===== src/rtl/matmul_pkg.sv =====
// Shared definitions for the matrix-multiplier host interface:
// register offsets, APB slave FSM encoding and bus-word element count.
package matmul_pkg;

    localparam logic [4:0] REG_CONTROL   = 5'h00;
    localparam logic [4:0] REG_OPERAND_A = 5'h04;
    localparam logic [4:0] REG_FLAGS     = 5'h08;
    localparam logic [4:0] REG_OPERAND_B = 5'h0C;
    localparam logic [4:0] REG_SP        = 5'h10;

    typedef enum logic [1:0] {
        ST_IDLE   = 2'd0,
        ST_SETUP  = 2'd1,
        ST_ACCESS = 2'd2,
        ST_RESP   = 2'd3
    } apb_state_e;

    // Elements carried by one bus word; also the width of the write strobe.
    function automatic int calc_max_dim(input int bus_width, input int data_width);
        return bus_width / data_width;
    endfunction

endpackage


===== src/rtl/apb_addr_decode.sv =====
// Combinational legality check of a register access.
// With BUSY_LOCK_EN defined, writes to writable registers are refused while busy.
module apb_addr_decode
    import matmul_pkg::*;
(
    input  logic [4:0] offset,
    input  logic       write,
    input  logic       busy,
    output logic       error
);

    logic known;
    logic read_only;

    // NOTE: every variable gets a default before the case so no latch is inferred.
    always_comb begin
        known     = 1'b0;
        read_only = 1'b0;
        case (offset)
            REG_CONTROL, REG_OPERAND_A, REG_OPERAND_B: known = 1'b1;
            REG_FLAGS, REG_SP: begin
                known     = 1'b1;
                read_only = 1'b1;
            end
            default: known = 1'b0;
        endcase
    end

`ifdef BUSY_LOCK_EN
    assign error = !known || (write && (read_only || busy));
`else
    logic busy_unused;
    assign busy_unused = busy;
    assign error       = !known || (write && read_only);
`endif

endmodule


===== src/rtl/apb_slave_module.sv =====
// APB slave in front of the matmul register file: one fixed wait state,
// single-cycle write strobe, registered read data. Optional macro: BUSY_LOCK_EN.
module apb_slave_module
    import matmul_pkg::*;
#(
    parameter  int DATA_WIDTH = 32,
    parameter  int BUS_WIDTH  = 64,
    parameter  int ADDR_WIDTH = 32,
    localparam int MAX_DIM    = calc_max_dim(BUS_WIDTH, DATA_WIDTH)
) (
    input  logic                  clk_i,
    input  logic                  rst_i,
    input  logic                  psel_i,
    input  logic                  penable_i,
    input  logic                  pwrite_i,
    input  logic [ADDR_WIDTH-1:0] paddr_i,
    input  logic [BUS_WIDTH-1:0]  pwdata_i,
    input  logic [MAX_DIM-1:0]    pstrb_i,
    output logic [BUS_WIDTH-1:0]  prdata_o,
    output logic                  pready_o,
    output logic                  pslverr_o,
    output logic [ADDR_WIDTH-1:0] address_o,
    output logic [BUS_WIDTH-1:0]  data_o,
    output logic [MAX_DIM-1:0]    strobe_o,
    output logic                  write_enable_o,
    input  logic [BUS_WIDTH-1:0]  rdata_i,
    input  logic                  busy_i
);

    apb_state_e state;
    apb_state_e state_next;
    logic       capture;
    logic       write_q;
    logic       err_q;
    logic       decode_err;

    // The transfer is latched at SETUP entry, so decode can run on registered
    // values and the strobe can be registered to land exactly in ACCESS.
    apb_addr_decode u_decode (
        .offset (address_o[4:0]),
        .write  (write_q),
        .busy   (busy_i),
        .error  (decode_err)
    );

    always_comb begin
        state_next = state;
        capture    = 1'b0;
        case (state)
            ST_IDLE: begin
                if (psel_i && !penable_i) begin
                    state_next = ST_SETUP;
                    capture    = 1'b1;
                end
            end
            ST_SETUP: begin
                if (!psel_i)
                    state_next = ST_IDLE;
                else if (penable_i)
                    state_next = ST_ACCESS;
            end
            ST_ACCESS: state_next = ST_RESP;
            ST_RESP: begin
                if (psel_i && !penable_i) begin
                    state_next = ST_SETUP;
                    capture    = 1'b1;
                end else begin
                    state_next = ST_IDLE;
                end
            end
            default: state_next = ST_IDLE;
        endcase
    end

    // NOTE: sequential state is assigned with <= only, so every register samples
    // the pre-edge values regardless of statement order.
    always_ff @(posedge clk_i) begin
        if (rst_i)
            state <= ST_IDLE;
        else
            state <= state_next;
    end

    always_ff @(posedge clk_i) begin
        if (rst_i) begin
            address_o      <= '0;
            data_o         <= '0;
            strobe_o       <= '0;
            write_q        <= 1'b0;
            err_q          <= 1'b0;
            write_enable_o <= 1'b0;
            pready_o       <= 1'b0;
            pslverr_o      <= 1'b0;
            prdata_o       <= '0;
        end else begin
            write_enable_o <= 1'b0;
            pready_o       <= 1'b0;
            pslverr_o      <= 1'b0;
            if (capture) begin
                address_o <= paddr_i;
                data_o    <= pwdata_i;
                strobe_o  <= pstrb_i;
                write_q   <= pwrite_i;
            end
            if (state == ST_SETUP && state_next == ST_ACCESS) begin
                err_q          <= decode_err;
                write_enable_o <= write_q && !decode_err;
            end
            if (state == ST_ACCESS) begin
                pready_o  <= 1'b1;
                pslverr_o <= err_q;
                if (err_q)
                    prdata_o <= '0;
                else if (!write_q)
                    prdata_o <= rdata_i;
            end
        end
    end

endmodule

===== config.mk =====
export PLATFORM = sky130hd
export DESIGN_NAME = apb_slave_module
export DESIGN_NICKNAME = d
export VERILOG_FILES = /design/src/rtl/matmul_pkg.sv /design/src/rtl/apb_addr_decode.sv /design/src/rtl/apb_slave_module.sv
export SDC_FILE = /design/constraint.sdc
export NUM_CORES = 1
export LEC_CHECK = 0
export CAP_MARGIN = 20
export CORE_ASPECT_RATIO = 0.8
export CORE_MARGIN = 2
export CORE_UTILIZATION = 43
export CTS_CLUSTER_SIZE = 24
export DETAILED_ROUTE_END_ITERATION = 10
export PLACE_DENSITY_LB_ADDON = 0.2
export SLEW_MARGIN = 20
export SYNTH_ARGS = -nofsm -noshare
export SYNTH_HDL_FRONTEND = slang
export SYNTH_SLANG_ARGS = --single-unit
export TNS_END_PERCENT = 100

===== constraint.sdc =====
create_clock -name clk_i -period 2.3 [get_ports clk_i]
set_input_delay 0.345 -clock clk_i [delete_from_list [all_inputs] [get_ports clk_i]]
set_output_delay 0.345 -clock clk_i [all_outputs]
set_load 0.01 [all_outputs]

==> flow_summary.json, run 1 <==
{
  "max_cap_viol_count": 0,
  "syn_area_per_cell_um2": 8.41,
  "yosysSeqAreaShare_pct": 52.5,
  "synthCells": 766,
  "cp-endpoint": "prdata_o[38]",
  "area_delta_synth_final_pct": 61.8,
  "fin_crit_ns": 1.79,
  "gp_congestion": 0.768,
  "rsz0062_at_grt": "no",
  "grt_max_degree": 69,
  "diodes": 0,
  "layout_common_cells": "330 x clkdlybuf4s50_1, 199 x nand2_1, 167 x dfxtp_1, 164 x a21oi_1, 68 x nor2_1",
  "ff2ff_setup_slack_ns": 0.51,
  "port_buffers": 331,
  "worstSetupPathType": "flip-flop to flip-flop",
  "holdWs_ns": 0.370,
  "vias": 6421,
  "worst_pin_slew_ns": 0.717,
  "final_antenna_net_count": 0,
  "clock_latency_ns": 0.42,
  "wl_um": 20700,
  "power_density_nw_per_um2": 798,
  "max_freq_mhz": 558,
  "fillers": 1174,
  "crit_top_cell": "buf_4",
  "synth-seq-cells": 169,
  "hold_path_class": "primary input to flip-flop",
  "htreeDepth": 4,
  "clock_skew_ns": 0.00873,
  "layout-drive-gt1-share_pct": 4.75,
  "max-slew-margin-rel_pct": 52.2,
  "rows": 39,
  "yosys-top-cells-area": "dfxtp_1 53%, a21oi_1 13%, nand2_1 12%",
  "cp_max_fo": 29,
  "ys_types": 33,
  "root_buffer": "clkbuf_16",
  "post_cts_resized": 0,
  "reg2reg_depth": 7,
  "cts_buffer_depth": 2,
  "dieArea_um2": 16000,
  "vias_per_cell": 5.10,
  "critPathSlowestCell": "dfxtp_1",
  "holdBufCountCts": 0,
  "clk_pin_slew_ns": 0.06,
  "coreArea_um2": 14400,
  "status": "finished clean",
  "syn_nets": 938,
  "grt_pass1_vias": 6070,
  "slowest_delay_ns": 0.34,
  "top_level_ports": 333,
  "cellLeakagePower_nw": 3.72,
  "drt_iter0_drc": 336,
  "post-route-period-util_pct": 77.9,
  "syn-cell-area_um2": 6440,
  "routedWlPerCell_um": 16.5,
  "first_pass_iters": 5,
  "grt_pass1_wl_um": 31800,
  "dp_hpwl_um": 14000,
  "nets": 1233,
  "cts_buffers": 17,
  "yosys_warnings": 0,
  "critPathBufInv": 3,
  "synth_area_leader_cell": "dfxtp_1",
  "track_usage_pct": 25.3,
  "crit_chain": "inv_1 -> ha_2 -> buf_4 -> buf_4 -> nor4bb_1 -> a21oi_1 -> nor2_1",
  "drcViolationCount": 0,
  "antenna_found_initial": 0,
  "startpoint": "state[0]",
  "drv_slew": 0,
  "cp.required_ns": 2.66,
  "clock-sinks": 169,
  "fin_tns_setup_ns": 0,
  "holdPathStages": 2,
  "cts_tree": "yes",
  "grt.overflow.total": 0,
  "arrival_ns": 2.15,
  "setup_viol": 0,
  "endpoint_kind": "flip-flop",
  "cp_top_family": "buffers and inverters",
  "reg2reg_from": "state[0]",
  "start_util_pct": 44.6,
  "layout_commonest_cell": "clkdlybuf4s50_1",
  "r2r_end": "prdata_o[38]",
  "synth_top_area_share_pct": 52.5,
  "die_w_um": 141,
  "post_cts_buffers": 0,
  "ir_worst_vdd_mv": 0.674,
  "cp.depth": 7,
  "die_h_um": 113,
  "crit_path_start_kind": "flip-flop",
  "finalHoldViolCount": 0
}
[synth_stat cells]
| cell | instances |
|---|---|
| and2b_4 | 1 |
| o21ai_1 | 1 |
| ha_1 | 4 |
| o21ai_2 | 1 |
| o2111ai_2 | 1 |
| nor2b_1 | 1 |
| and3_1 | 1 |
| clkbuf_2 | 1 |
| nor3_1 | 4 |
| clkbuf_1 | 30 |
| inv_1 | 4 |
| or2_0 | 1 |
| o22ai_1 | 1 |
| nand2b_1 | 3 |
| buf_4 | 3 |
| o21ai_0 | 2 |
| nor4bb_1 | 64 |
| a21oi_1 | 164 |
| nor4_2 | 1 |
| buf_6 | 4 |
| mux2i_1 | 1 |
| buf_1 | 5 |
| nand2_1 | 199 |
| buf_2 | 25 |
| nor2_4 | 1 |
| dfxtp_1 | 169 |
| a211oi_2 | 1 |
| nand3b_1 | 1 |
| a2111oi_0 | 1 |
| a211oi_1 | 1 |
| nand2b_2 | 1 |
| nor2_1 | 68 |
| and2_1 | 1 |
[worst register-to-register path, stage by stage (launching register included)]
cell and delay [ns]:
dfxtp_1 0.34, inv_1 0.12, ha_2 0.23, buf_4 0.28, buf_4 0.26, nor4bb_1 0.32, a21oi_1 0.07, nor2_1 0.11
[layout make-up]
cell class	count	area, um2	share of cell area [%]
Inverter	4	15.0	0.144
Clock buffer	25	485	4.66
Clock inverter	7	91.3	0.877
Sequential cell	169	3390	32.5
Timing Repair Buffer	344	3480	33.4
Multi-Input combinational cell	525	2730	26.2
Tap cell	184	230	2.21
[how the worst min path moves through the flow]
stage / startpoint / to / slack [ns]
finish: rst_i / address_o[27] / 0.37
global route: rst_i / prdata_o[24] / 0.37
global placement: data_o[37] / data_o[37] / 0.44
CTS: rst_i / prdata_o[20] / 0.36
floorplan: address_o[10] / address_o[10] / 0.48
detailed placement: data_o[40] / data_o[40] / 0.45
[cell families after synthesis]
group,after synthesis,share of synthesized area (%)
muxes,1,0.155
AOI/OAI and AO/OA,173,13.9
DFF,169,52.5
buffers and inverters,72,5.34
adders and majority gates,4,0.777
and+or+nand+nor,347,27.3
[state kept, by name (all words and copies together), names as in the netlist]
signal and flops:
pready_o 1, prdata_o 64, pslverr_o 1, write_q 1, data_o 64, address_o 32, strobe_o 2, err_q 1
state 2, write_enable_o 1
[power by group]
part	switching [mW]	total [mW]	internal (mW)
Sequential	0.149	3.37	3.22
Combinational	1.02	2.15	1.13
Clock	1.11	2.80	1.68
[metrics by stage]
stage	util [%]	setup WS (ns)	power [mW]	instances	cell area, um2
6_report	72.1	0.509	8.31	1258	10400
5_1_grt	72.1	0.274	8.73	1258	10400
4_1_cts	72.1	0.485	8.40	1258	10400
3_5_place_dp	68.1	0.492	5.57	1226	9840
3_3_place_gp	68.1	0.504	5.54	1226	9840
2_1_floorplan	-	0.743	4.51	766	6440
[layer usage]
| layer | global-route usage (%) | routed length (um) | vias to the layer above |
|---|---|---|---|
| met4 | 8.40 | 392 | 0 |
| li1 | - | - | 3165 |
| met5 | 0 | 0 | - |
| met3 | 11.1 | 2140 | 25 |
| met2 | 43.9 | 10300 | 222 |
| met1 | 28.0 | 7900 | 3009 |
Note: power is estimated with default switching activity, not from simulation.
==> inputs of run 2 (changes only) <==
--- a/config.mk
+++ b/config.mk
@@ -8,7 +8,7 @@
 export CAP_MARGIN = 20
 export CORE_ASPECT_RATIO = 0.8
 export CORE_MARGIN = 2
-export CORE_UTILIZATION = 43
+export CORE_UTILIZATION = 36
 export CTS_CLUSTER_SIZE = 24
 export DETAILED_ROUTE_END_ITERATION = 10
 export PLACE_DENSITY_LB_ADDON = 0.2
==> constraint.sdc (replaced) <==
create_clock -name clk_i -period 1.61 [get_ports clk_i]
set_input_delay 0.2415 -clock clk_i [delete_from_list [all_inputs] [get_ports clk_i]]
set_output_delay 0.2415 -clock clk_i [all_outputs]
set_load 0.01 [all_outputs]
==> flow_summary.json, run 2 (synthesis results as in run 1) <==
{
  "reg2reg_depth": 5,
  "layout_setup_ws_ns": 0.0318,
  "nets": 1255,
  "r2r_end": "write_enable_o",
  "post-route-period-util_pct": 98.0,
  "ff2ff_setup_slack_ns": 0.10,
  "finalHoldViolCount": 0,
  "dieArea_um2": 19000,
  "cts_tree": "yes",
  "fin_crit_ns": 1.58,
  "grt_pass1_vias": 6063,
  "internal_power_mw": 8.76,
  "top_level_ports": 333,
  "cp-endpoint": "data_o[53]",
  "clock_latency_ns": 0.42,
  "worstSetupPathType": "flip-flop to primary output",
  "root_buffer": "clkbuf_16",
  "worst_pin_slew_ns": 0.462,
  "layout_common_cells": "288 x clkdlybuf4s50_1, 199 x nand2_1, 165 x dfxtp_1, 162 x a21oi_1, 68 x nor2_1",
  "cp.depth": 1,
  "crit_path_start_kind": "flip-flop",
  "die_h_um": 124,
  "start_util_pct": 36.9,
  "gp_congestion": 0.779,
  "startpoint": "data_o[53]",
  "endpoint_kind": "primary output",
  "crit_chain": "clkdlybuf4s50_1",
  "grt_max_degree": 59,
  "vias": 6441,
  "dp_worst_setup_slack_ns": -0.0476,
  "antenna_found_initial": 1,
  "cp_max_fo": 2,
  "fin_area_um2": 10900,
  "cellLeakagePower_nw": 4.51,
  "power_switching_mw": 3.51,
  "switching_share_pct": 28.6,
  "max_cap_viol_count": 0,
  "routedWlPerCell_um": 16.9,
  "max_freq_mhz": 634,
  "port_buffers": 331,
  "drt_iter0_drc": 307,
  "final_util_pct": 62.7,
  "max-slew-margin-rel_pct": 69.2,
  "die_w_um": 154,
  "grt_pass1_wl_um": 32100,
  "dp_hpwl_um": 14400,
  "critPathSlowestCell": "clkdlybuf4s50_1",
  "cp.required_ns": 1.37,
  "arrival_ns": 1.34,
  "fillers": 1520,
  "ir_worst_vdd_mv": 0.707,
  "track_usage_pct": 21.3,
  "setup_viol": 0,
  "first_pass_iters": 4,
  "status": "finished clean",
  "critPathBufInv": 1,
  "cts_buffer_depth": 2,
  "layout_commonest_cell": "clkdlybuf4s50_1",
  "clk_pin_slew_ns": 0.07,
  "drcViolationCount": 0,
  "power_frac_comb_pct": 27.8,
  "holdPathStages": 2,
  "clock_skew_ns": 0.0110,
  "rows": 43,
  "coreArea_um2": 17400,
  "place_area_um2": 10000,
  "slowest_delay_ns": 0.57,
  "wl_um": 22300,
  "drv_slew": 0,
  "cp_top_family": "buffers and inverters",
  "hold_path_class": "primary input to flip-flop",
  "clock-sinks": 169,
  "power_density_nw_per_um2": 1120,
  "reg2reg_from": "state[1]",
  "p_clk_share_pct": 32.9,
  "p_seq_share_pct": 39.3,
  "vias_per_cell": 4.88,
  "final_antenna_net_count": 0,
  "area_delta_synth_final_pct": 69.6,
  "reg.largest.list": "data_o (64), prdata_o (64), address_o (32)",
  "layout-drive-gt1-share_pct": 7.40,
  "grt.overflow.total": 0,
  "cts_buffers": 17,
  "holdBufCountCts": 0,
  "htreeDepth": 4
}
run 2: how the worst min path moves through the flow:
stage                             start       endpoint  slack [ns]
after detailed placement      data_o[9]      data_o[9]        0.45
after global placement    address_o[21]  address_o[21]        0.44
after floorplan             paddr_i[10]  address_o[10]        0.38
after CTS                         rst_i   prdata_o[11]        0.25
after global routing              rst_i   prdata_o[27]        0.26
final                             rst_i   prdata_o[11]        0.27
run 2: power groups by stage:
stage               Combinational, mW  Clock, mW  Sequential (mW)
CTS                              3.17       4.11             4.82
detailed placement               3.16          0             4.91
floorplan                        1.37          0             5.07
global placement                 3.14          0             4.89
global route                     3.70       4.30             4.88
finish                           3.41       4.04             4.82
run 2: timing repair:
action | in CTS | in global routing
endpoints found under the setup margin | 24 | 171
gates resized for setup | 10 | 44
cloned | 0 | 7
hold endpoints to repair | 0 | 0
setup buffers | 1 | 2
pin swaps | 0 | 1
run 2: final cells by class:
class,count,area (um2),share of cell area [%]
Multi-Input combinational cell,526,2770,25.4
Sequential cell,169,3390,31.0
Antenna cell,1,2.50,0.0229
Clock inverter,10,121,1.11
Timing Repair Buffer,365,3890,35.6
Tap cell,225,282,2.58
Inverter,4,15.0,0.137
Clock buffer,21,450,4.12
run 2: through the flow:
stage / total power [mW] / std cells / setup TNS [ns] / hold WS, ns
after floorplan: 6.45 / 766 / 0 / 0.377
after global placement: 8.03 / 1279 / -0.481 / 0.440
after detailed placement: 8.07 / 1279 / -1.44 / 0.447
after CTS: 12.1 / 1311 / 0 / 0.249
after global routing: 12.9 / 1321 / -0.00505 / 0.264
final: 12.3 / 1321 / 0 / 0.269
run 2: routing by layer:
layer | vias to the layer above | share of wire (%) | global-route usage, %
met2 | 219 | 47 | 33.8
met1 | 2989 | 43 | 25.9
met5 | - | 0 | 0
met4 | 0 | 1.3 | 7.22
met3 | 19 | 9.4 | 9.67
li1 | 3214 | - | -
==> inputs of run 3 (changes only) <==
--- a/config.mk
+++ b/config.mk
@@ -11,6 +11,7 @@
 export CORE_UTILIZATION = 36
 export CTS_CLUSTER_SIZE = 24
 export DETAILED_ROUTE_END_ITERATION = 10
+export HOLD_SLACK_MARGIN = 0.05
 export PLACE_DENSITY_LB_ADDON = 0.2
 export SLEW_MARGIN = 20
 export SYNTH_ARGS = -nofsm -noshare
==> results of run 3 <==
Same layout as run 2: the final DEF is identical, and so are final timing and power.
